### src/rtl/neg_accumulator_if.sv
//==============================================================================
// neg_accumulator_if : operand input, result output and status signals of
//                      neg_accumulator, grouped with master/slave views.
// Rev 1.0
//==============================================================================
`default_nettype none

interface neg_accumulator_if #(
  parameter int WIDTH = 4
);
  logic                    start;
  logic signed [WIDTH-1:0] in_data;
  logic                    in_valid;
  logic                    in_ready;
  logic signed [WIDTH-1:0] sum;
  logic                    sum_valid;
  logic                    out_ready;
  logic                    overflow;
  logic                    busy;

  modport master (
    output start, in_data, in_valid, out_ready,
    input  in_ready, sum, sum_valid, overflow, busy
  );

  modport slave (
    input  start, in_data, in_valid, out_ready,
    output in_ready, sum, sum_valid, overflow, busy
  );
endinterface

`default_nettype wire

### src/rtl/neg_accumulator.sv
//==============================================================================
// neg_accumulator : sums a burst of NUM_OPS signed operands with sticky signed
//                   overflow and presents the result over valid/ready.
// Rev 1.0
//==============================================================================
`default_nettype none

module neg_accumulator #(
  parameter int WIDTH   = 4,
  parameter int NUM_OPS = 4
) (
  input  logic               clk,
  input  logic               rst_n,
  neg_accumulator_if.slave   bus
);

  localparam int                CNT_W    = (NUM_OPS > 1) ? $clog2(NUM_OPS) : 1;
  localparam logic [CNT_W-1:0]  LAST_CNT = CNT_W'(NUM_OPS - 1);

  typedef enum logic [1:0] {
    IDLE  = 2'd0,
    ACCUM = 2'd1,
    DONE  = 2'd2
  } state_t;

  state_t                  state;
  logic signed [WIDTH-1:0] acc;
  logic [CNT_W-1:0]        count;
  logic                    overflow;
  logic                    in_ready;
  logic                    sum_valid;
  logic                    busy;

  logic signed [WIDTH-1:0] add_res;
  logic                    add_ovf;

  // Overflow only possible when both addends share a sign and the result flips it.
  always_comb begin
    add_res = acc + bus.in_data;
    add_ovf = (bus.in_data[WIDTH-1] == acc[WIDTH-1]) &&
              (add_res[WIDTH-1] != acc[WIDTH-1]);
  end

  always_ff @(posedge clk or negedge rst_n) begin
    if (!rst_n) begin
      state     <= IDLE;
      acc       <= '0;
      count     <= '0;
      overflow  <= 1'b0;
      in_ready  <= 1'b0;
      sum_valid <= 1'b0;
      busy      <= 1'b0;
    end else begin
      case (state)
        IDLE: begin
          if (bus.start) begin
            state    <= ACCUM;
            acc      <= '0;
            count    <= '0;
            overflow <= 1'b0;
            in_ready <= 1'b1;
            busy     <= 1'b1;
          end
        end

        ACCUM: begin
          if (bus.in_valid && in_ready) begin
            acc <= add_res;
            if (add_ovf) begin
              overflow <= 1'b1;
            end
            if (count == LAST_CNT) begin
              state     <= DONE;
              count     <= '0;
              in_ready  <= 1'b0;
              sum_valid <= 1'b1;
            end else begin
              count <= count + CNT_W'(1);
            end
          end
        end

        DONE: begin
          if (bus.out_ready) begin
            state     <= IDLE;
            sum_valid <= 1'b0;
            busy      <= 1'b0;
          end
        end

        default: begin
          state     <= IDLE;
          in_ready  <= 1'b0;
          sum_valid <= 1'b0;
          busy      <= 1'b0;
        end
      endcase
    end
  end

  assign bus.sum       = acc;
  assign bus.overflow  = overflow;
  assign bus.in_ready  = in_ready;
  assign bus.sum_valid = sum_valid;
  assign bus.busy      = busy;

endmodule

`default_nettype wire

### src/flat_wrapper.sv
// flat-port wrapper written by rule: the top's interface ports become plain ports
module neg_accumulator_flat 
#(
  parameter int WIDTH   = 4,
  parameter int NUM_OPS = 4
)
  (clk, rst_n, bus_start, bus_in_data, bus_in_valid, bus_out_ready, bus_in_ready, bus_sum, bus_sum_valid, bus_overflow, bus_busy);
  neg_accumulator_if #(.WIDTH(WIDTH)) bus_i ();
  input  logic clk;
  input  logic rst_n;
  input wire logic [$bits(bus_i.start)-1:0] bus_start;
  input wire logic [$bits(bus_i.in_data)-1:0] bus_in_data;
  input wire logic [$bits(bus_i.in_valid)-1:0] bus_in_valid;
  input wire logic [$bits(bus_i.out_ready)-1:0] bus_out_ready;
  output wire logic [$bits(bus_i.in_ready)-1:0] bus_in_ready;
  output wire logic [$bits(bus_i.sum)-1:0] bus_sum;
  output wire logic [$bits(bus_i.sum_valid)-1:0] bus_sum_valid;
  output wire logic [$bits(bus_i.overflow)-1:0] bus_overflow;
  output wire logic [$bits(bus_i.busy)-1:0] bus_busy;
  assign bus_i.start = bus_start;
  assign bus_i.in_data = bus_in_data;
  assign bus_i.in_valid = bus_in_valid;
  assign bus_i.out_ready = bus_out_ready;
  assign bus_in_ready = bus_i.in_ready;
  assign bus_sum = bus_i.sum;
  assign bus_sum_valid = bus_i.sum_valid;
  assign bus_overflow = bus_i.overflow;
  assign bus_busy = bus_i.busy;
  neg_accumulator #(.WIDTH(WIDTH), .NUM_OPS(NUM_OPS)) u_core (.clk(clk), .rst_n(rst_n), .bus(bus_i));
endmodule
### config.mk
export PLATFORM = sky130hd
export DESIGN_NAME = neg_accumulator_flat
export DESIGN_NICKNAME = d
export VERILOG_FILES = /design/src/rtl/neg_accumulator_if.sv /design/src/rtl/neg_accumulator.sv /design/src/flat_wrapper.sv
export SDC_FILE = /design/constraint.sdc
export NUM_CORES = 1
export LEC_CHECK = 0
export ABC_AREA = 1
export BUFFER_PORTS_ARGS = -buffer_cell sky130_fd_sc_hd__buf_2
export CORE_MARGIN = 1.5
export CORE_UTILIZATION = 35
export DETAILED_ROUTE_END_ITERATION = 7
export PLACE_DENSITY = 0.64
export SYNTH_ARGS = -nofsm -noshare
export SYNTH_HDL_FRONTEND = slang
export SYNTH_SLANG_ARGS = --single-unit
### constraint.sdc
create_clock -name clk -period 2.7 [get_ports clk]
set_input_delay 0.405 -clock clk [delete_from_list [all_inputs] [get_ports clk]]
set_output_delay 0.405 -clock clk [all_outputs]
set_load 0.02 [all_outputs]
Yosys cells after proc, flatten, opt, wreduce, memory -nomap -nowiden
Index checks and enable logic that the tools add are counted.

storage, ports and cells
  flip-flop bits (word level) = 12
  bits of input ports = 9
  output and inout port bits = 8
  logic and storage cells = 57

cells by class
  add/subtract/negate cells = 2
  equal/unequal tests = 10
  muxes and demuxes = 25
  bitwise logic cells = 3
  reduce and logical (&&, ||, !) cells = 10

operators with widths
  kind                                                   count
  AND reduction 4 bit                                    4
  2-to-1 mux 2 bit                                       7
  2-to-1 mux 1 bit                                       9
  one-hot mux 1 bit (3 select lines)                     3
  2-to-1 mux 4 bit                                       2
  one-hot mux 4 bit (2 select lines)                     1
  inequality test 2 x 1 -> 1 bit, second input constant  3
  one-hot mux 2 bit (3 select lines)                     1
  AND reduction 3 bit                                    2
  adder 4 bit                                            1
  equality test 2 bit, second input constant             2
  inequality test 2 bit, second input constant           2
  one-hot mux 2 bit (2 select lines)                     1
  inverter 1 bit                                         3
  adder 2 x 1 -> 2 bit, second input constant            1
  equality test 2 x 1 -> 1 bit, second input constant    1
  logical AND 1 bit                                      2
  zero test 2 bit                                        1
  one-hot mux 1 bit (2 select lines)                     1
  nonzero test 2 bit                                     1
  equality test 1 bit                                    1
  inequality test 1 bit                                  1

Logic depth before layout (Yosys ltp)
  depth in word-level cells = 6
  gate-level depth with buffers = 7
  mapped depth without buffers = 7

Worst setup path before layout
No wires, ideal clock.

  kind = register -> register
  start point = reg u_core.acc[0] (netlist: u_core.bus.sum[0])
  end point = reg u_core.acc[2] (netlist: u_core.bus.sum[2])
  setup time = 0.117 ns
  arrival time = 1.363 ns
  data required time = 2.583 ns
  setup slack = 1.220 ns
  cell stages (with the launch flop) = 7
  buffers on the path = 0
  period minus slack after synthesis = 1.480 ns
  cell sequence = dfrtp_1 ha_1 fa_1 xnor2_1 nor2_1 nand2_1 nand2_1

on the way
  longest elaborated chain between the ends = 3

RTL lines
  item                                line                   text
  start, declared                     neg_accumulator.sv:27  logic signed [WIDTH-1:0] acc;
  start signal, assigned              neg_accumulator.sv:68  acc <= add_res;
  adder 4 bit                         neg_accumulator.sv:39  add_res = acc + bus.in_data;
  2-to-1 mux 4 bit                    neg_accumulator.sv:67  if (bus.in_valid && in_ready) begin
  one-hot mux 4 bit (2 select lines)  neg_accumulator.sv:54  case (state)

No other way between the ends. The select of a mux whose other input is x is not followed.
A chain may end at the register's enable or synchronous reset.

Worst setup path after layout
Ends and elaborated chain as after synthesis.

==> impl_metrics.csv <==
group,metric,value,unit
run_status,status,"completed",
worst_setup_path,end_kind,"flop",
finish,drive_gt1_share,24.1,%
timing,rsz0062_at_grt,"no",
timing,fmax,0.683,GHz
cts,insertion_delay,280,ps
timing,timing.hold.ws,429,ps
finish,final_cell_area,885,um^2
cts,clkTransAtPathRegs,80,ps
die,num_rows,16,
worst_setup_path,crit_path_start,"u_core.bus.sum[0]$_DFFE_PN0P_",
placed_design,placedCellCount,134,
die,die_w,48.8,um
synthesis,ys_seq_elements,12,
die,ioPinCount,17,
synthesis,synthDistinctLibCells,19,
detailed_routing,via_per_inst,4.65,
detailed_routing,drt-initial-drc-count,10,
placed_design,pre_cts_slack,1150,ps
synthesis,yosysWarningCount,0,
timing,fin_crit,1460,ps
global_route,overflow,0,
detailed_routing,drt-met1-wl,747,um
timing,maxSlewHeadroom,81.3,%
timing,final_hold_viol_count,0,
cts,cts_buffers,3,
synthesis,yosysMostFrequentCell,"nand2_1",
synthesis,yosysTopAreaCell,"dfrtp_1",
synthesis,synth_edf_count,0,
timing,worst_slack,1240,ps
worst_setup_path,crit_fanout,3,
timing,fin_crit_sh,54.2,%
synthesis,synth.area.top_cells,"dfrtp_1, nand2_1, nand3_1",
placed_design,numPortBuffers,16,
synthesis,syn_nets,106,
cts,cts_sinks,12,
worst_setup_path,startpoint_type,"flop",
global_route,track_usage,14.0,%
cts,h-tree-depth,1,
worst_setup_path,cp_cell_sequence,"ha_1 > fa_1 > xnor2_1 > nor2_1 > nand2_1 > nand2_1",
worst_setup_path,crit_type,"flop to flop",
pwr,peakVddDrop,552,uV
worst_setup_path,reg2reg_to,"u_core.bus.sum[2]$_DFFE_PN0P_",
finish,final_cells,139,
synthesis,async_reset_ff_share,100,%
detailed_routing,drtAntennaViolNets,0,
worst_setup_path,crit_path_max_incr_delay,410,ps
detailed_routing,wl,1470,um
synthesis,ys.flop_type,"dfrtp_1",
global_route,grt_pass1_wl,2530,um
timing,final_max_slew_viol_count,0,
timing,tightest_slew,281,ps
finish,syn_to_final_growth,20.2,%
worst_setup_path,cp_top_family,"adder cells",
die,die_h,48.8,um
die,start_util,37.5,%
synthesis,yosys.area.top_type_share,40.8,%
timing,skew,4.19,ps
run,cap_viol_max_count,0,
finish,finish.utilization,45.1,%
hold_path,min_path_type,"input pin to flop",
die,design.core.area,1960,um^2
cts,cts_tree,"built",
worst_setup_path,cp_data_arrival_time,1640,ps
cts,clock_path_buffers,2,
hold_path,holdPathStages,3,
placed_design,hpwl,1150,um
finish,final_nets,127,
detailed_routing,first_pass_iters,4,
worst_setup_path,rrSetupSlack,1240,ps
hold_path,worstHoldEndpoint,"u_core.state[1]$_DFFE_PN0P_",
synthesis,synth_area,736,um^2
detailed_routing,dr_wl_met3,52,um
worst_setup_path,r2r_start,"u_core.bus.sum[0]$_DFFE_PN0P_",
synthesis,netlist_top_cells_count,"nand2_1, nand3_1, dfrtp_1",
worst_setup_path,cp_slowest_cell,"dfrtp_1",
die,dieArea,2390,um^2
cts,cts_root_buf,"clkbuf_4",
detailed_routing,wl_per_cell,10.6,um
worst_setup_path,crit_required,2880,ps
hold_path,min-delay-start,"bus_out_ready",
detailed_routing,wl_met2,674,um
synthesis,seq_area_frac_synth,40.8,%
synthesis,syn_avg_cell_area,8.00,um^2
synthesis,syn_inst,92,
pwr,p_leak,0.515,nW
finish,diodes,0,
pwr,power,0.976,mW
detailed_routing,route.detailed.drc,0,
timing,fin_tns_setup,0,ps
worst_setup_path,crit_top_cell,"nand2_1",
cts,post_cts_buffers,0,
detailed_routing,route.top_layer_used,"met3",
placed_design,place_area,838,um^2
cts,cts_resized,0,
worst_setup_path,reg2reg_depth,6,
detailed_routing,num_vias,646,
pwr,power_density,1100,nW/um^2
global_route,grt_max_degree,13,
timing,setup_violations,0,
placed_design,routabilityCongestion,0.730,
global_route,grt_antenna_before_repair,0,
global_route,grt_pass1_vias,603,
worst_setup_path,crit_buf_inv,0,
-- layout make-up --
type,instances,area [um^2]
clock buffer,4,36.3
tap,27,33.8
multi-input combinational,72,398
inverter,7,26.3
sequential,12,300
timing repair buffer,17,90.1
fill,219,1080
-- routing by layer --
layer | up-vias | track usage (%)
li1 | 339 | -
met1 | 293 | 17.2
met2 | 14 | 24.0
met3 | 0 | 1.84
met4 | 0 | 7.14
met5 | - | 0
-- where the power goes --
group          internal, mW  switching [mW]  leakage, nW
Sequential            0.257          0.0739        0.151
Clock                0.0820          0.0656       0.0210
Combinational         0.189           0.308        0.343
-- timing repair --
| action | in CTS | in global routing |
|---|---|---|
| endpoints found under the setup margin | 0 | 0 |
| hold buffers | 1 | 0 |
| endpoints found under the hold margin | 12 | 0 |
-- state kept, by name (all words and copies together), names as in the netlist --
name	flops
u_core.bus.busy	1
u_core.bus.in_ready	1
u_core.bus.overflow	1
u_core.bus.sum	4
u_core.bus.sum_valid	1
u_core.count	2
u_core.state	2
-- kinds of logic (layout without fill, tap and decap cells) --
family,Yosys count,after routing,share of synthesized area (%)
and+or+nand+nor,62,62,40.6
buffers and inverters,8,28,5.10
adders and majority gates,5,5,9.52
DFF,12,12,40.8
xor gates and xnor gates,1,1,1.19
AOI/OAI and AO/OA,4,4,2.72
-- tightest hold or removal path: stages --
cell,delay (ps)
buf_2,70
nand3b_1,120
nand2_1,60
-- cells in the final DEF, fill, tap and decap left out, types with 2 or more instances in the layout --
cell type	count
ha_1	4
o21ai_0	2
clkbuf_4	3
inv_1	6
nand2_1	34
dfrtp_1	12
buf_2	16
nand3_1	17
nand2_2	2
nor2_1	3
a21oi_1	2
-- how the worst max path moves through the flow --
stage,end,depth (start not counted)
floorplan,u_core.bus.sum[2]$_DFFE_PN0P_,6
global placement,u_core.bus.sum[2]$_DFFE_PN0P_,7
detailed placement,u_core.bus.sum[2]$_DFFE_PN0P_,7
CTS,u_core.bus.sum[2]$_DFFE_PN0P_,6
global route,u_core.bus.sum[2]$_DFFE_PN0P_,6
finish,u_core.bus.sum[2]$_DFFE_PN0P_,6
Power figures use the tool's default switching activity.
